==> config.mk <==
export PLATFORM = sky130hd
export DESIGN_NAME = multicycle_ctrl_flat
export DESIGN_NICKNAME = d
export VERILOG_FILES = /design/src/rtl/multicycle_ctrl_if.sv /design/src/rtl/multicycle_ctrl.sv /design/src/flat_wrapper.sv
export SDC_FILE = /design/constraint.sdc
export NUM_CORES = 1
export LEC_CHECK = 0
export BUFFER_PORTS_ARGS = -buffer_cell sky130_fd_sc_hd__buf_2
export CAP_MARGIN = 40
export CORE_MARGIN = 2
export CORE_UTILIZATION = 40
export DETAILED_ROUTE_END_ITERATION = 8
export GPL_TIMING_DRIVEN = 0
export PLACE_DENSITY_LB_ADDON = 0.25
export SLEW_MARGIN = 40
export SYNTH_ARGS = -nofsm -noshare
export SYNTH_HDL_FRONTEND = slang
export SYNTH_SLANG_ARGS = --single-unit
export TNS_END_PERCENT = 20
==> constraint.sdc <==
create_clock -name clk -period 5.1 [get_ports clk]
set_input_delay 0.255 -clock clk [delete_from_list [all_inputs] [get_ports clk]]
set_output_delay 0.255 -clock clk [all_outputs]
set_load 0.03 [all_outputs]
==> src/rtl/multicycle_ctrl_if.sv <==
// ---------------------------------------------------------------------------
// multicycle_ctrl_if
// Shared-memory port of the multicycle MIPS-subset datapath.
//   memReq   : access request, raised by the controller
//   memWe    : write enable for a data access
//   iOrD     : address select, 0 = PC (instruction), 1 = ALUOut (data)
//   memReady : acknowledge from memory, only meaningful while memReq = 1
// The controller uses the master modport; the memory uses the slave modport.
// ---------------------------------------------------------------------------
interface multicycle_ctrl_if;
  logic memReq;
  logic memWe;
  logic iOrD;
  logic memReady;

  modport master (
    output memReq,
    output memWe,
    output iOrD,
    input  memReady
  );

  modport slave (
    input  memReq,
    input  memWe,
    input  iOrD,
    output memReady
  );
endinterface

==> src/rtl/multicycle_ctrl.sv <==
// ---------------------------------------------------------------------------
// multicycle_ctrl
// Moore control FSM for the multicycle MIPS-subset datapath (shared memory
// port, IR, ALUOut). Sequences LW, SW, J, JAL, JR, BNE, XORI, ADDI, ADD,
// SUB and SLT, with a watchdog on the memory handshake.
//
// Ports:
//   clk, rstN          clock (rising edge), asynchronous active-low reset
//   bus                memory handshake (memReq/memWe/iOrD out, memReady in)
//   opcode, funct      IR[31:26] and IR[5:0], stable between fetches
//   aluZero            ALU zero flag, used by BNE
//   irWe, pcWe, pcSrc  IR load, PC load and PC source select
//   aluASrc, aluBSrc   ALU operand selects
//   aluCmd             0=ADD 1=SUB 2=XOR 3=SLT
//   regWe, regWAddrSel, regDInCtrl  register-file write controls
//   state              current state code, for debug
//   trap, busErr       sticky trap flag and timeout-cause flag
// ---------------------------------------------------------------------------
module multicycle_ctrl #(
  parameter int WAIT_MAX = 15,
  parameter int WAIT_W   = 4
) (
  input  logic              clk,
  input  logic              rstN,
  multicycle_ctrl_if.master bus,
  input  logic [5:0]        opcode,
  input  logic [5:0]        funct,
  input  logic              aluZero,
  output logic              irWe,
  output logic              pcWe,
  output logic [1:0]        pcSrc,
  output logic              aluASrc,
  output logic [1:0]        aluBSrc,
  output logic [2:0]        aluCmd,
  output logic              regWe,
  output logic [1:0]        regWAddrSel,
  output logic [1:0]        regDInCtrl,
  output logic [3:0]        state,
  output logic              trap,
  output logic              busErr
);

  typedef enum logic [3:0] {
    FETCH    = 4'd0,
    DECODE   = 4'd1,
    EXEC_R   = 4'd2,
    EXEC_I   = 4'd3,
    MEM_ADDR = 4'd4,
    MEM_RD   = 4'd5,
    MEM_WR   = 4'd6,
    WB_ALU   = 4'd7,
    WB_MEM   = 4'd8,
    BRANCH   = 4'd9,
    JUMP     = 4'd10,
    TRAP     = 4'd11
  } stateT;

  localparam logic [5:0] OP_RTYPE = 6'h00;
  localparam logic [5:0] OP_J     = 6'h02;
  localparam logic [5:0] OP_JAL   = 6'h03;
  localparam logic [5:0] OP_BNE   = 6'h05;
  localparam logic [5:0] OP_ADDI  = 6'h08;
  localparam logic [5:0] OP_XORI  = 6'h0E;
  localparam logic [5:0] OP_LW    = 6'h23;
  localparam logic [5:0] OP_SW    = 6'h2B;

  localparam logic [5:0] FN_JR  = 6'h08;
  localparam logic [5:0] FN_ADD = 6'h20;
  localparam logic [5:0] FN_SUB = 6'h22;
  localparam logic [5:0] FN_SLT = 6'h2A;

  localparam logic [2:0] ALU_ADD = 3'd0;
  localparam logic [2:0] ALU_SUB = 3'd1;
  localparam logic [2:0] ALU_XOR = 3'd2;
  localparam logic [2:0] ALU_SLT = 3'd3;

  // Registered control word. The *Arm bits mark states whose PC/IR enables
  // are qualified by a live input (memReady or aluZero) in the same cycle.
  typedef struct packed {
    logic       memReq;
    logic       memWe;
    logic       iOrD;
    logic       fetchArm;
    logic       branchArm;
    logic       jumpArm;
    logic [1:0] pcSrc;
    logic       aluASrc;
    logic [1:0] aluBSrc;
    logic [2:0] aluCmd;
    logic       regWe;
    logic [1:0] regWAddrSel;
    logic [1:0] regDInCtrl;
    logic       trap;
  } ctrlT;

  stateT             curState;
  stateT             nextState;
  stateT             decodeTarget;
  ctrlT              ctrlQ;
  ctrlT              ctrlD;
  logic [WAIT_W-1:0] waitCnt;
  logic              busErrQ;
  logic              stalled;
  logic              accessDone;
  logic              timeout;

  // Handshake status is judged against the registered memReq, so memReady
  // arriving when no request is outstanding (including the cycle right
  // after reset release) has no effect.
  assign stalled    = ctrlQ.memReq & ~bus.memReady;
  assign accessDone = ctrlQ.memReq & bus.memReady;
  assign timeout    = stalled && (waitCnt == WAIT_W'(WAIT_MAX));

  // Instruction decode: picks the execution path out of DECODE. Anything
  // outside the supported subset lands in TRAP.
  always_comb begin
    decodeTarget = TRAP;
    case (opcode)
      OP_RTYPE: begin
        if (funct == FN_ADD || funct == FN_SUB || funct == FN_SLT) begin
          decodeTarget = EXEC_R;
        end else if (funct == FN_JR) begin
          decodeTarget = JUMP;
        end
      end
      OP_J, OP_JAL:     decodeTarget = JUMP;
      OP_ADDI, OP_XORI: decodeTarget = EXEC_I;
      OP_LW, OP_SW:     decodeTarget = MEM_ADDR;
      OP_BNE:           decodeTarget = BRANCH;
      default:          decodeTarget = TRAP;
    endcase
  end

  // Next-state logic. The memory states wait for an acknowledge and fall
  // into TRAP once the watchdog expires; an acknowledge in the expiry cycle
  // still wins. Unused codes also fall into TRAP.
  always_comb begin
    nextState = curState;
    case (curState)
      FETCH:    nextState = accessDone ? DECODE : (timeout ? TRAP : FETCH);
      DECODE:   nextState = decodeTarget;
      EXEC_R:   nextState = WB_ALU;
      EXEC_I:   nextState = WB_ALU;
      MEM_ADDR: nextState = (opcode == OP_LW) ? MEM_RD : MEM_WR;
      MEM_RD:   nextState = accessDone ? WB_MEM : (timeout ? TRAP : MEM_RD);
      MEM_WR:   nextState = accessDone ? FETCH : (timeout ? TRAP : MEM_WR);
      WB_ALU:   nextState = FETCH;
      WB_MEM:   nextState = FETCH;
      BRANCH:   nextState = FETCH;
      JUMP:     nextState = FETCH;
      TRAP:     nextState = TRAP;
      default:  nextState = TRAP;
    endcase
  end

  // Control word for the state being entered. It is registered together
  // with the state, so every output is glitch-free and settles right at the
  // start of its state. Decode fields only depend on the IR, which is
  // already loaded by the time any of them matters.
  always_comb begin
    ctrlD = '0;
    case (nextState)
      FETCH: begin
        ctrlD.memReq   = 1'b1;
        ctrlD.fetchArm = 1'b1;
        ctrlD.aluBSrc  = 2'd1;
        ctrlD.aluCmd   = ALU_ADD;
      end
      DECODE: begin
        ctrlD.aluBSrc = 2'd3;
        ctrlD.aluCmd  = ALU_ADD;
      end
      EXEC_R: begin
        ctrlD.aluASrc = 1'b1;
        ctrlD.aluCmd  = (funct == FN_SUB) ? ALU_SUB :
                        (funct == FN_SLT) ? ALU_SLT : ALU_ADD;
      end
      EXEC_I: begin
        ctrlD.aluASrc = 1'b1;
        ctrlD.aluBSrc = 2'd2;
        ctrlD.aluCmd  = (opcode == OP_XORI) ? ALU_XOR : ALU_ADD;
      end
      MEM_ADDR: begin
        ctrlD.aluASrc = 1'b1;
        ctrlD.aluBSrc = 2'd2;
        ctrlD.aluCmd  = ALU_ADD;
      end
      MEM_RD: begin
        ctrlD.memReq = 1'b1;
        ctrlD.iOrD   = 1'b1;
      end
      MEM_WR: begin
        ctrlD.memReq = 1'b1;
        ctrlD.memWe  = 1'b1;
        ctrlD.iOrD   = 1'b1;
      end
      WB_ALU: begin
        ctrlD.regWe       = 1'b1;
        ctrlD.regWAddrSel = (opcode == OP_RTYPE) ? 2'd0 : 2'd1;
      end
      WB_MEM: begin
        ctrlD.regWe       = 1'b1;
        ctrlD.regWAddrSel = 2'd1;
        ctrlD.regDInCtrl  = 2'd1;
      end
      BRANCH: begin
        ctrlD.aluASrc   = 1'b1;
        ctrlD.aluCmd    = ALU_SUB;
        ctrlD.pcSrc     = 2'd3;
        ctrlD.branchArm = 1'b1;
      end
      JUMP: begin
        ctrlD.jumpArm = 1'b1;
        ctrlD.pcSrc   = (opcode == OP_RTYPE) ? 2'd2 : 2'd1;
        if (opcode == OP_JAL) begin
          ctrlD.regWe       = 1'b1;
          ctrlD.regWAddrSel = 2'd2;
          ctrlD.regDInCtrl  = 2'd2;
        end
      end
      TRAP: begin
        ctrlD.trap = 1'b1;
      end
      default: ctrlD = '0;
    endcase
  end

  // State, control word, watchdog and bus-error flag. Reset clears the
  // control word too, so memReq drops the moment rstN falls. The watchdog
  // restarts on every state change and only counts unacknowledged cycles.
  always_ff @(posedge clk or negedge rstN) begin
    if (!rstN) begin
      curState <= FETCH;
      ctrlQ    <= '0;
      waitCnt  <= '0;
      busErrQ  <= 1'b0;
    end else begin
      curState <= nextState;
      ctrlQ    <= ctrlD;
      if (nextState != curState) begin
        waitCnt <= '0;
      end else if (stalled) begin
        waitCnt <= waitCnt + 1'b1;
      end
      if (timeout) begin
        busErrQ <= 1'b1;
      end
    end
  end

  // The IR and PC+4 commit on the same edge as the fetch acknowledge; BNE
  // only redirects the PC when the compared registers differ.
  assign irWe = ctrlQ.fetchArm & bus.memReady;
  assign pcWe = (ctrlQ.fetchArm & bus.memReady) |
                (ctrlQ.branchArm & ~aluZero) |
                ctrlQ.jumpArm;

  assign bus.memReq  = ctrlQ.memReq;
  assign bus.memWe   = ctrlQ.memWe;
  assign bus.iOrD    = ctrlQ.iOrD;
  assign pcSrc       = ctrlQ.pcSrc;
  assign aluASrc     = ctrlQ.aluASrc;
  assign aluBSrc     = ctrlQ.aluBSrc;
  assign aluCmd      = ctrlQ.aluCmd;
  assign regWe       = ctrlQ.regWe;
  assign regWAddrSel = ctrlQ.regWAddrSel;
  assign regDInCtrl  = ctrlQ.regDInCtrl;
  assign state       = curState;
  assign trap        = ctrlQ.trap;
  assign busErr      = busErrQ;

endmodule

==> src/flat_wrapper.sv <==
// flat-port wrapper written by rule: the top's interface ports become plain ports
module multicycle_ctrl_flat 
#(
  parameter int WAIT_MAX = 15,
  parameter int WAIT_W   = 4
)
  (clk, rstN, opcode, funct, aluZero, irWe, pcWe, pcSrc, aluASrc, aluBSrc, aluCmd, regWe, regWAddrSel, regDInCtrl, state, trap, busErr, bus_memReq, bus_memWe, bus_iOrD, bus_memReady);
  multicycle_ctrl_if bus_i ();
  input  logic clk;
  input  logic rstN;
  input  logic [5:0] opcode;
  input  logic [5:0] funct;
  input  logic aluZero;
  output logic irWe;
  output logic pcWe;
  output logic [1:0] pcSrc;
  output logic aluASrc;
  output logic [1:0] aluBSrc;
  output logic [2:0] aluCmd;
  output logic regWe;
  output logic [1:0] regWAddrSel;
  output logic [1:0] regDInCtrl;
  output logic [3:0] state;
  output logic trap;
  output logic busErr;
  output wire logic [$bits(bus_i.memReq)-1:0] bus_memReq;
  output wire logic [$bits(bus_i.memWe)-1:0] bus_memWe;
  output wire logic [$bits(bus_i.iOrD)-1:0] bus_iOrD;
  input wire logic [$bits(bus_i.memReady)-1:0] bus_memReady;
  assign bus_memReq = bus_i.memReq;
  assign bus_memWe = bus_i.memWe;
  assign bus_iOrD = bus_i.iOrD;
  assign bus_i.memReady = bus_memReady;
  multicycle_ctrl #(.WAIT_MAX(WAIT_MAX), .WAIT_W(WAIT_W)) u_core (.clk(clk), .rstN(rstN), .bus(bus_i), .opcode(opcode), .funct(funct), .aluZero(aluZero), .irWe(irWe), .pcWe(pcWe), .pcSrc(pcSrc), .aluASrc(aluASrc), .aluBSrc(aluBSrc), .aluCmd(aluCmd), .regWe(regWe), .regWAddrSel(regWAddrSel), .regDInCtrl(regDInCtrl), .state(state), .trap(trap), .busErr(busErr));
endmodule
==> flow_metrics.py <==
metrics = {
    "die": {
        "io_pins": 40,
        "core_area_sq_um": 4290,
        "placementRows": 24,
        "die_height_um": 70.3,
        "dieArea_sq_um": 4940,
        "chipWidth_um": 70.3,
        "initial_core_util": 0.409,
    },
    "synth": {
        "synth_area_per_cell_sq_um": 9.16,
        "ys_warn_count": 0,
        "synth_edf_count": 0,
        "synth_cells": 192,
        "synth_fp_nets": 209,
        "async_reset_ff_frac": 1.00,
        "synth_top_area_share": 0.384,
        "ys_ff_latch": 27,
        "syn_area_sq_um": 1760,
        "synth_seq_area_share": 0.384,
        "synth_top_cells_by_area": "dfrtp_1 (38%), buf_4 (5.1%), nand2_1 (3.4%)",
        "synth_area_leader_cell": "dfrtp_1",
        "ys_types": 57,
        "synth_ff_type": "dfrtp_1",
    },
    "setup_path": {
        "r2r_start": "u_core.waitCnt[0]",
        "cp-startpoint": "u_core.waitCnt[0]",
        "cp_max_fo": 7,
        "crit_arrival_ns": 2.65,
        "end_kind": "flop",
        "criticalPathCategory": "flop to flop",
        "crit_path_start_kind": "flop",
        "worstPathRequired_ns": 5.28,
    },
    "timing": {
        "finalCriticalPeriod_ns": 2.47,
        "slew_headroom": 0.613,
        "period_share": 0.485,
        "rsz0062_at_grt": "no",
        "tightest_slew_ns": 0.580,
        "timing.setup.tns_ns": 0,
        "finalSetupViolCount": 0,
        "fin_worst_skew_ns": 0.00522,
        "final-max-slew-violation-count": 0,
        "hold_violations": 0,
        "max_freq_mhz": 404,
        "whs_ns": 0.247,
    },
    "pwr": {
        "powerDensity_nw_per_um2": 621,
        "peakVddDrop_v": 0.000187,
        "p_leak_nw": 0.983,
    },
    "routing": {
        "first_pass_iters": 4,
        "routed_wl_mm": 3.95,
        "wire_per_inst_um": 13.9,
        "antenna_left": 0,
        "drc_errors": 0,
        "vias": 1525,
        "drt_iter0_drc": 134,
        "vias_per_cell": 5.39,
    },
    "placement": {
        "hpwlAfterDp_mm": 3.06,
        "port-buffer-count": 34,
        "gp_congestion": 0.907,
    },
    "final_layout": {
        "layout-drive-gt1-share": 0.320,
        "fin_nets": 249,
        "area_delta_synth_final_pct": 16.6,
        "insertedDiodeCount": 0,
    },
    "job": {
        "drv_cap": 0,
    },
    "cts": {
        "cts_tree": "yes",
        "cts_resized": 0,
        "path_clk_slew_ns": 0.09,
        "post_cts_buffers": 0,
        "cts.sinks": 27,
        "clk_latency_ns": 0.27,
        "htreeDepth": 1,
        "numCtsBuffers": 3,
        "root_buffer": "clkbuf_8",
        "cts_buffer_depth": 2,
    },
    "global_routing": {
        "grt_first_pass_wirelength_mm": 6.66,
        "grt_max_degree": 28,
        "grt_overflow": 0,
        "antenna_found_initial": 0,
        "grt_usage": 0.166,
        "grt_pass1_vias": 1391,
    },
    "hold_path": {
        "hold_path.class": "input port to flop",
        "min-delay-start": "funct[3]",
    },
    "run_status": {
        "status": "completed",
    },
}
## layout by cell type (no fill, tap or decap), drive strengths merged, types with 3 or more instances in the layout
cell	netlist	layout
o22ai	4	4
nand3b	4	4
clkbuf	3	6
o21ai	4	4
or2	3	3
nand2b	8	8
nand2	17	17
nand3	7	7
dfrtp	27	27
inv	8	8
nor2b	4	4
a211oi	4	4
a21oi	4	4
buf	20	54
nor2	15	15
nor3	11	11
and2	3	3
nor4b	4	4
xnor2	3	3
## routing by layer
metal  routed length, um  track usage
met2                1840        0.271
met4                  29       0.0470
met5                   0            0
met1                1860        0.234
met3                 218       0.0144
## through the flow
stage / setup WS [ns] / power [mW] / cells / util / cell area, sq um
2_1_floorplan: 3.02 / 0.961 / 192 / - / 1760
3_3_place_gp: 2.66 / 1.15 / 278 / 0.464 / 1990
3_5_place_dp: 2.65 / 1.16 / 278 / 0.464 / 1990
4_1_cts: 2.63 / 1.28 / 283 / 0.477 / 2050
5_1_grt: 2.48 / 1.37 / 283 / 0.477 / 2050
6_report: 2.63 / 1.27 / 283 / 0.477 / 2050
## cell families (layout without fill, tap and decap cells)
family | count (synthesis) | after routing | synth area share
and+or+nand+nor | 83 | 83 | 0.269
muxes | 2 | 2 | 0.0114
other | 1 | 1 | 0.00213
buffers and inverters | 31 | 70 | 0.101
AOI/OAI and AO/OA | 42 | 42 | 0.200
xor gates and xnor gates | 5 | 5 | 0.0249
adders and majority gates | 1 | 1 | 0.00712
DFF | 27 | 27 | 0.384
## state kept, by name (all words and copies together) (netlist names)
name / count
u_core.regWe: 1
u_core.aluCmd: 2
u_core.regDInCtrl: 1
u_core.waitCnt: 4
u_core.state: 4
u_core.aluBSrc: 2
u_core.ctrlQ: 3
u_core.pcSrc: 2
u_core.trap: 1
u_core.bus.memWe: 1
u_core.bus.iOrD: 1
u_core.aluASrc: 1
u_core.busErr: 1
u_core.bus.memReq: 1
u_core.regWAddrSel: 2
## power breakdown
group          switching (mW)  internal, mW
clock                  0.0661        0.0547
sequential             0.0362         0.283
combinational           0.539         0.293
total                   0.641         0.631
## path summary, 6_finish.rpt
check	cells past startpoint	endpoint	slack (ns)
worst min register to register	1	u_core.busErr	0.48
max in group asynchronous	2	u_core.aluASrc	4.20
worst max-delay path	7	u_core.aluCmd[0]	2.63
min in group asynchronous	2	u_core.waitCnt[0]	0.51
worst max register to register	7	u_core.aluCmd[0]	2.63
worst min-delay path	3	u_core.aluCmd[1]	0.25
## cell usage after synthesis, types with 2 or more instances
| cell | n |
|---|---|
| a211oi_1 | 3 |
| a31oi_1 | 2 |
| o221ai_1 | 2 |
| buf_2 | 7 |
| xnor2_1 | 3 |
| mux2i_1 | 2 |
| nor3_1 | 10 |
| and3_1 | 2 |
| inv_1 | 7 |
| nor4b_1 | 2 |
| nand2b_1 | 8 |
| nand2_1 | 16 |
| nand3_1 | 7 |
| xor2_1 | 2 |
| o21ai_0 | 3 |
| or3_1 | 2 |
| and2_1 | 3 |
| o21ba_2 | 2 |
| o22ai_1 | 4 |
| o21a_1 | 2 |
| clkbuf_1 | 3 |
| a31o_2 | 2 |
| a22oi_1 | 2 |
| nor2b_1 | 4 |
| buf_4 | 12 |
| nand3b_1 | 4 |
| dfrtp_1 | 27 |
| or2_2 | 2 |
| a21oi_1 | 4 |
| nor2_1 | 15 |
| a221oi_1 | 2 |
## critical path: stages, from the launching register on
cell and delay [ns]:
dfrtp_1 0.42, ha_1 0.24, a31o_2 0.28, a32o_1 0.25, a222oi_1 0.27, a21boi_1 0.36, nand2_1 0.27, o32ai_2 0.30
## final cells by class
cell class | instances | area [sq um]
Clock inverter | 1 | 5.00
Buffer | 23 | 148
Tap cell | 52 | 65.1
Inverter | 8 | 30.0
Fill cell | 447 | 2240
Clock buffer | 3 | 41.3
Timing Repair Buffer | 35 | 180
Multi-Input combinational cell | 134 | 905
Sequential cell | 27 | 676
## what timing repair did
item	CTS	global route
endpoints found under the setup margin	0	0
endpoints found under the hold margin	3	0
hold buffers	1	0
Power figures use the tool's default switching activity.
